$ cat src/rtl/uart_rx.sv
// uart_rx: 16x oversampled 8N1 receiver with FIFO write and LSR strobes; UART_RX_PARITY_EN adds an optional parity bit
module uart_rx #(
    parameter int OVERSAMPLE  = 16,
    parameter int SYNC_STAGES = 2
) (
    input  logic       clk,
    input  logic       rst,
    input  logic       rx_i,
    input  logic [7:0] dll,
    input  logic [7:0] dlm,
    input  logic       fifo_full,
    input  logic       parity_en,
    input  logic       parity_even,
    output logic [7:0] rx_data_o,
    output logic       rx_we_o,
    output logic       frame_err_o,
    output logic       break_o,
    output logic       overrun_o,
    output logic       parity_err_o,
    output logic       busy_o
);
    localparam int TW = $clog2(OVERSAMPLE);
    localparam logic [TW-1:0] MID  = TW'(OVERSAMPLE / 2 - 1);
    localparam logic [TW-1:0] LAST = TW'(OVERSAMPLE - 1);
`ifdef UART_RX_PARITY_EN
    typedef enum logic [2:0] {IDLE, START, DATA, PARITY, STOP} state_t;
    logic par_bad;
`else
    typedef enum logic [2:0] {IDLE, START, DATA, STOP} state_t;
    logic unused_parity;
    assign unused_parity = parity_en ^ parity_even;
    assign parity_err_o  = 1'b0;
`endif
    state_t state, state_n;
    logic [SYNC_STAGES-1:0] sync;
    logic [15:0] div_q, cnt;
    logic [TW-1:0] tc;
    logic [2:0] bi;
    logic [7:0] shreg;
    logic rx_s, tick, armed, bit_end, stop_smp, wrap;
    assign rx_s     = sync[SYNC_STAGES-1];
    assign tick     = div_q != 16'd0 && cnt == div_q - 16'd1;
    assign wrap     = tick || div_q == 16'd0;
    assign bit_end  = tick && tc == LAST;
    assign stop_smp = bit_end && state == STOP;
    // divisor is latched at each wrap so a rewrite never strands the counter past its compare value
    always_ff @(posedge clk or posedge rst) begin
        if (rst) begin
            sync  <= '1;
            div_q <= 16'd0;
            cnt   <= 16'd0;
        end else begin
            sync  <= {sync[SYNC_STAGES-2:0], rx_i};
            div_q <= wrap ? {dlm, dll} : div_q;
            cnt   <= wrap ? 16'd0 : cnt + 16'd1;
        end
    end
    always_ff @(posedge clk or posedge rst) begin
        if (rst) state <= IDLE;
        else     state <= state_n;
    end
    always_comb begin
        state_n = state;
        if (tick)
            case (state)
                IDLE:   state_n = (armed && !rx_s) ? START : IDLE;
                START:  if (tc == MID) state_n = rx_s ? IDLE : DATA;
`ifdef UART_RX_PARITY_EN
                DATA:   if (tc == LAST && bi == 3'd7) state_n = parity_en ? PARITY : STOP;
                PARITY: if (tc == LAST) state_n = STOP;
`else
                DATA:   if (tc == LAST && bi == 3'd7) state_n = STOP;
`endif
                STOP:   if (tc == LAST) state_n = IDLE;
                default: state_n = IDLE;
            endcase
    end
    always_comb busy_o = state != IDLE;
    always_ff @(posedge clk or posedge rst) begin
        if (rst) begin
            tc    <= '0;
            bi    <= 3'd0;
            shreg <= 8'h00;
            armed <= 1'b0;
        end else begin
            if (tick) tc <= (state_n != state || state == IDLE) ? '0 : tc + TW'(1);
            if (tick && state == START && state_n == DATA) bi <= 3'd0;
            else if (bit_end && state == DATA) begin
                bi    <= bi + 3'd1;
                shreg <= {rx_s, shreg[7:1]};
            end
            // a low stop bit leaves the receiver disarmed until the line is seen high again
            if (stop_smp) armed <= rx_s;
            else if (tick && state == IDLE && rx_s) armed <= 1'b1;
            else if (state != IDLE && state_n == IDLE) armed <= 1'b0;
        end
    end
`ifdef UART_RX_PARITY_EN
    always_ff @(posedge clk or posedge rst) begin
        if (rst) begin
            par_bad      <= 1'b0;
            parity_err_o <= 1'b0;
        end else begin
            if (bit_end && state == PARITY) par_bad <= ^{shreg, rx_s, ~parity_even};
            else if (state == START) par_bad <= 1'b0;
            parity_err_o <= stop_smp && par_bad;
        end
    end
`endif
    always_ff @(posedge clk or posedge rst) begin
        if (rst) begin
            rx_data_o   <= 8'h00;
            rx_we_o     <= 1'b0;
            overrun_o   <= 1'b0;
            frame_err_o <= 1'b0;
            break_o     <= 1'b0;
        end else begin
            rx_we_o     <= stop_smp && !fifo_full;
            overrun_o   <= stop_smp && fifo_full;
            frame_err_o <= stop_smp && !rx_s;
            break_o     <= stop_smp && !rx_s && shreg == 8'h00;
            if (stop_smp && !fifo_full) rx_data_o <= shreg;
        end
    end
endmodule

$ cat config.mk
export PLATFORM = sky130hd
export DESIGN_NAME = uart_rx
export DESIGN_NICKNAME = d
export VERILOG_FILES = /design/src/rtl/uart_rx.sv
export SDC_FILE = /design/constraint.sdc
export NUM_CORES = 1
export LEC_CHECK = 0
export CAP_MARGIN = 10
export CORE_AREA = 2 2 127 116
export CTS_BUF_LIST = sky130_fd_sc_hd__clkbuf_8 sky130_fd_sc_hd__clkbuf_16
export CTS_CLUSTER_SIZE = 14
export DETAILED_ROUTE_END_ITERATION = 16
export DIE_AREA = 0 0 129 118
export PLACE_DENSITY_LB_ADDON = 0.08
export SYNTH_ARGS = -nofsm -noshare
export SYNTH_HDL_FRONTEND = slang
export SYNTH_SLANG_ARGS = --single-unit
$ cat constraint.sdc
create_clock -name clk -period 4.4 [get_ports clk]
set_input_delay 0.66 -clock clk [delete_from_list [all_inputs] [get_ports clk]]
set_output_delay 0.66 -clock clk [all_outputs]
set_load 0.005 [all_outputs]
# Word level (Yosys, flattened, before mapping)
# Index checks and enable logic that the tools add are counted.
# Widths: inputs -> output; s select.
[classes]
n_eq_ne = 9
mux = 14
n_bitwise = 1
addsub = 4
reduce_logical = 28
[op_table]
columns = ["cell", "count"]
rows = [
  ["$mux 3", 6],
  ["$add 16x1->16 const B", 1],
  ["$eq 16x16->1", 1],
  ["$logic_not 16->1", 1],
  ["$mux 16", 1],
  ["$reduce_bool 16->1", 1],
  ["$sub 16x1->16 const B", 1],
  ["$logic_and 1x1->1", 15],
  ["$pmux 3 s4", 1],
  ["$eq 3x2->1 const B", 3],
  ["$logic_not 8->1", 1],
  ["$logic_not 3->1", 2],
  ["$reduce_bool 3->1", 2],
  ["$add 4x1->4 const B", 1],
  ["$eq 4x3->1 const B", 1],
  ["$eq 4x4->1 const B", 1],
  ["$mux 1", 4],
  ["$mux 4", 1],
  ["$add 3x1->3 const B", 1],
  ["$eq 3x1->1 const B", 1],
  ["$eq 3x3->1 const B", 1],
  ["$ne 3x3->1", 1],
  ["$logic_not 1->1", 2],
  ["$logic_or 1x1->1", 2],
  ["other kinds (4)", 4],
]
[word_totals]
reg_bits = 65
out_inout_bits = 14

# Depth between registers and ports, before layout
[depth]
ltp_word = 10
ltp_mapped = 11
depth_no_buf = 9

# Worst setup path after synthesis
# Ideal clock, no wire load.
[synth_timing]
path_kind = "flip-flop to flip-flop"
start = "register div_q[8]"
end = "register rx_data_o[0]"
arrival_ns = 2.718
setup_time_ns = 0.125
period_less_slack_ns = 2.842
path_slack_ns = 1.558
path_stages_with_launch = 9
path_cell_list = "dfrtp_1 > or4_1 > nor4_1 > nand2_1 > xnor2_1 > or3_1 > clkbuf_1 > nor3_4 > mux2_2"
[synth_via]
elab_chain_len = 6
elab_cells_between_ends = 7
cone_classes = "add/sub: 1; eq/ne: 1; reduce/logical: 5"
[synth_lines]
columns = ["element", "line_no", "source"]
rows = [
  ["from (decl)", "36", "logic [15:0] div_q, cnt;"],
  ["from (signal assigned)", "54", "div_q <= wrap ? {dlm, dll} : div_q;"],
  ["$sub 16x1->16", "42", "assign tick = div_q != 16'd0 && cnt == div_q - 16'd1;"],
  ["$eq 16x16->1", "42", ""],
  ["$logic_and 1x1->1 *", "42", ""],
  ["$logic_and 1x1->1 *", "44", "assign bit_end = tick && tc == LAST;"],
  ["$logic_and 1x1->1 *", "45", "assign stop_smp = bit_end && state == STOP;"],
  ["$logic_and 1x1->1 *", "122", "if (stop_smp && !fifo_full) rx_data_o <= shreg;"],
  ["to (signal assigned)", "122", ""],
  ["to (decl)", "14", "output logic [7:0] rx_data_o,"],
]
# Every way passes the cells marked *; elsewhere a longest branch is shown, timed or not.
# A chain may end at the register's enable or synchronous reset.

# Worst setup path after layout
[layout_timing]
start = "register div_q[0]"
end = "register shreg[7]"
[layout_via]
elab_chain_len = 8
elab_cells_between_ends = 12
cone_classes = "add/sub: 1; eq/ne: 2; mux: 1; bitwise: 1; reduce/logical: 7"
[layout_lines]
columns = ["element", "line_no", "source"]
rows = [
  ["$sub 16x1->16", "42", ""],
  ["$eq 16x16->1", "42", ""],
  ["$logic_and 1x1->1 *", "42", ""],
  ["$mux 3", "64", "if (tick)"],
  ["$eq 3x2->1", "87", "if (tick && state == START && state_n == DATA) bi <= 3'd0;"],
  ["$logic_and 1x1->1", "87", ""],
  ["$not 1->1 (no source line)", "--", ""],
  ["$reduce_and 2->1 (no source line) *", "--", ""],
  ["to (signal assigned)", "90", "shreg <= {rx_s, shreg[7:1]};"],
  ["to (decl)", "39", "logic [7:0] shreg;"],
]
# Marked as above.

==> results.md <==
- Seq/Total Area, Yosys: 0.4776
- Worst-path fanout max: 11
- PortBufs: 32
- Count of max-cap constraint violations: 0
- Final Cell Area: 4228 sq um
- Main flop type after synthesis: dfrtp_1
- Tcrit/Tclk final: 0.8069
- Final setup violating endpoints: 0
- Top-area cell type share of the netlist area: 0.4622
- Most common cell in the netlist: dfrtp_1
- Io pins: 36
- P per Cell Area: 372.2 nW/um^2
- Status: finished, final reports clean
- CTS Buffer Depth: 2
- Slowest CP cell: nor4_4
- Share of layout cells above drive strength 1: 0.1681
- Via density: 4.398
- Post-route DRC: 0
- CTS Sinks: 65
- Startpoint Class: register
- Total power: 1.574 mW
- Critical path capture point type: register
- Hold Crit Class: register to register
- Final WS setup: 0.8495 ns
- CP Data Required Time: 4.61 ns
- Post-CTS Repair Setup Buffers: 0
- Final Max Tran Viols: 0
- Commonest cells post-synth: dfrtp_1, mux2_2, nor2_1, nand2_1, xor2_1
- Root Buffer Master: clkbuf_16
- Top delay family on crit path: simple AND/OR/NAND/NOR gates
- Routed vias: 2419
- Slowest Stage Delay on Critical Path: 0.79 ns
- Area growth syn-to-layout: 23.95%
- Min cycle time layout: 3.551 ns
- Fin. Hold Viols: 0
- Final #Nets: 380
- Rel. slew slack: 0.5104
- Fin cells: 550
- Largest net degree at the start of global routing: 40
- F_max: 281.6 MHz
- Fill count: 1461
- Synth Instances: 323
- Max VDD drop: 0.1593 mV
- CTS Buf Count: 9
- Total gr overflow: 0
- Ys Warns: 0
- First-pass GRT wire length: 13120 microns
- Pre-CTS setup slack: 0.8849 ns
- RSZ-0062 raised after global routing: false
- Worst-Margin Slew: 0.7289 ns
- Cell Area, Placed: 3915 sq um
- Cell Rows: 41
- Cells after DPL: 534
- Comb power frac: 0.094
- Synthesized area: 3411 sq um
- Synth area leaders: dfrtp_1, mux2_2, xor2_1, xnor2_1, nor2_1
- XOR/XNOR Fraction of Synth Area: 0.1001
- Crit path buffers/inverters: 1
- GRT Total Usage: 0.1103
- Sw power: 0.4093 mW
- Multiplexer area fraction after synthesis: 0.09208
- Int Pwr: 1.164 mW
- Syn_area_per_cell: 10.56 sq um
- Clock network power share: 0.473
- Total negative slack: 0 ns
- Post-synth net total: 351
- ANT nets after route: 0
- Initial Util: 0.2453
- Die ar.: 15220 sq um
- Antenna violations before repair: 0
- Die Width: 129 microns
- CP arrival: 3.76 ns
- Routability Congestion: 0.7240
- Iter 0 DRT Violations: 192
- Post-synthesis adder-cell area fraction: 0.02201
- Area leader, netlist: dfrtp_1
- DPL Wire Length: 5452 microns
- Post-CTS Hold Fix Bufs: 0
- Die height: 118 microns
- WS Path Type: register to register
- Reg clk slew, reported paths: 0.06 ns
- Compound-Gate Fraction of Synth Area: 0.08034
- Area share of and/or/nand/nor cells after synthesis: 0.1889
- Skew-Pair Late Insertion Delay: 0.34 ns
- Router iterations before antenna repair: 4
- Vias in the first global route: 2497
- H-tree levels: 3
- Cell variety after synth: 51
- Async S/R FF share, synth: 1.000
- Post-cts resize count: 0
- Drt total wl: 7672 microns
- Core area: 13900 sq um
- CTS tree: built
- Post-synth EDFFs: 0
- Final Skew: 0.01253 ns
- Sequential power share: 0.433
- ANT cells: 0
- WL/cell: 13.95 microns
- Largest family of logic cells by synthesized area: simple AND/OR/NAND/NOR gates
- Flop and latch count out of synthesis: 65
- Crit-path cells: inv_1, ha_1, nor3b_2, nand2_1, nor4_1, xnor2_1, nand4b_2, nor4_4, mux2_2
- Leakage: 1.777 nW
- Sw frac: 0.2601
-- cell usage in the layout, fill, tap and decap left out, drive strengths merged, types with 14 or more instances in the layout --
cell	count
clkdlybuf4s50	32
xor2	21
nor2	27
inv	15
mux2	27
nor4	14
nand2	24
dfrtp	63
nand3	17
xnor2	18
-- cells by family (layout without fill, tap and decap cells) --
| group | count (synthesis) | after routing |
|---|---|---|
| AND/OR/NAND/NOR | 116 | 116 |
| flip-flops | 65 | 65 |
| XOR/XNOR | 39 | 39 |
| AO/OA/AOI/OAI | 38 | 38 |
| buffers and inverters | 30 | 64 |
| multiplexers | 28 | 28 |
| adder cells (fa/ha/maj) | 6 | 6 |
| other | 1 | 1 |
-- power groups by stage --
stage | Combinational (mW) | Clock, mW | Sequential, mW
2_1_floorplan | 0.136 | 0 | 0.660
3_3_place_gp | 0.149 | 0 | 0.692
3_5_place_dp | 0.150 | 0 | 0.691
4_1_cts | 0.151 | 0.767 | 0.682
5_1_grt | 0.165 | 0.788 | 0.688
6_report | 0.148 | 0.745 | 0.681
-- through the flow --
stage | hold WS, ns | util
2_1_floorplan | 0.3452 | -
3_3_place_gp | 0.3475 | 0.2816
3_5_place_dp | 0.3488 | 0.2816
4_1_cts | 0.3576 | 0.3041
5_1_grt | 0.3610 | 0.3041
6_report | 0.3554 | 0.3041
-- final timing paths --
| kind | start | endpoint | slack, ns | cells after the start |
|---|---|---|---|---|
| hold / removal | sync[0]$_DFF_PP1_ | sync[1]$_DFF_PP1_ | 0.36 | 0 |
| max in group asynchronous | rst | sync[0]$_DFF_PP1_ | 2.75 | 3 |
| setup / recovery | div_q[0]$_DFFE_PP0N_ | shreg[7]$_DFFE_PP0P_ | 0.85 | 9 |
| min in group asynchronous | rst | div_q[11]$_DFFE_PP0N_ | 0.71 | 2 |
| hold reg to reg | sync[0]$_DFF_PP1_ | sync[1]$_DFF_PP1_ | 0.36 | 0 |
| setup reg to reg | div_q[0]$_DFFE_PP0N_ | shreg[7]$_DFFE_PP0P_ | 0.85 | 9 |
-- flip-flops by register name, summed over array words and instances, names as in the netlist --
register	count
cnt	16
tc	4
break_o	1
overrun_o	1
sync	2
armed	1
shreg	8
state	3
rx_we_o	1
frame_err_o	1
rx_data_o	8
bi	3
div_q	16
-- routing by layer --
layer,share of wire,track usage,vias up
li1,-,-,1195
met1,0.53,0.1646,1182
met2,0.42,0.1511,34
met3,0.035,0.03000,8
met4,0.016,0.03872,0
met5,0,0,-
-- layout make-up --
| class | count | area, sq um | share of cell area |
|---|---|---|---|
| clock inverter | 6 | 73.82 | 0.01746 |
| multi-input combinational | 228 | 1653 | 0.3909 |
| sequential | 65 | 1629 | 0.3853 |
| clock buffer | 10 | 239.0 | 0.05653 |
| timing repair buffer | 35 | 342.8 | 0.08109 |
| tap | 193 | 241.5 | 0.05712 |
| inverter | 13 | 48.80 | 0.01154 |
No activity file was read; power rests on OpenSTA's default activity.
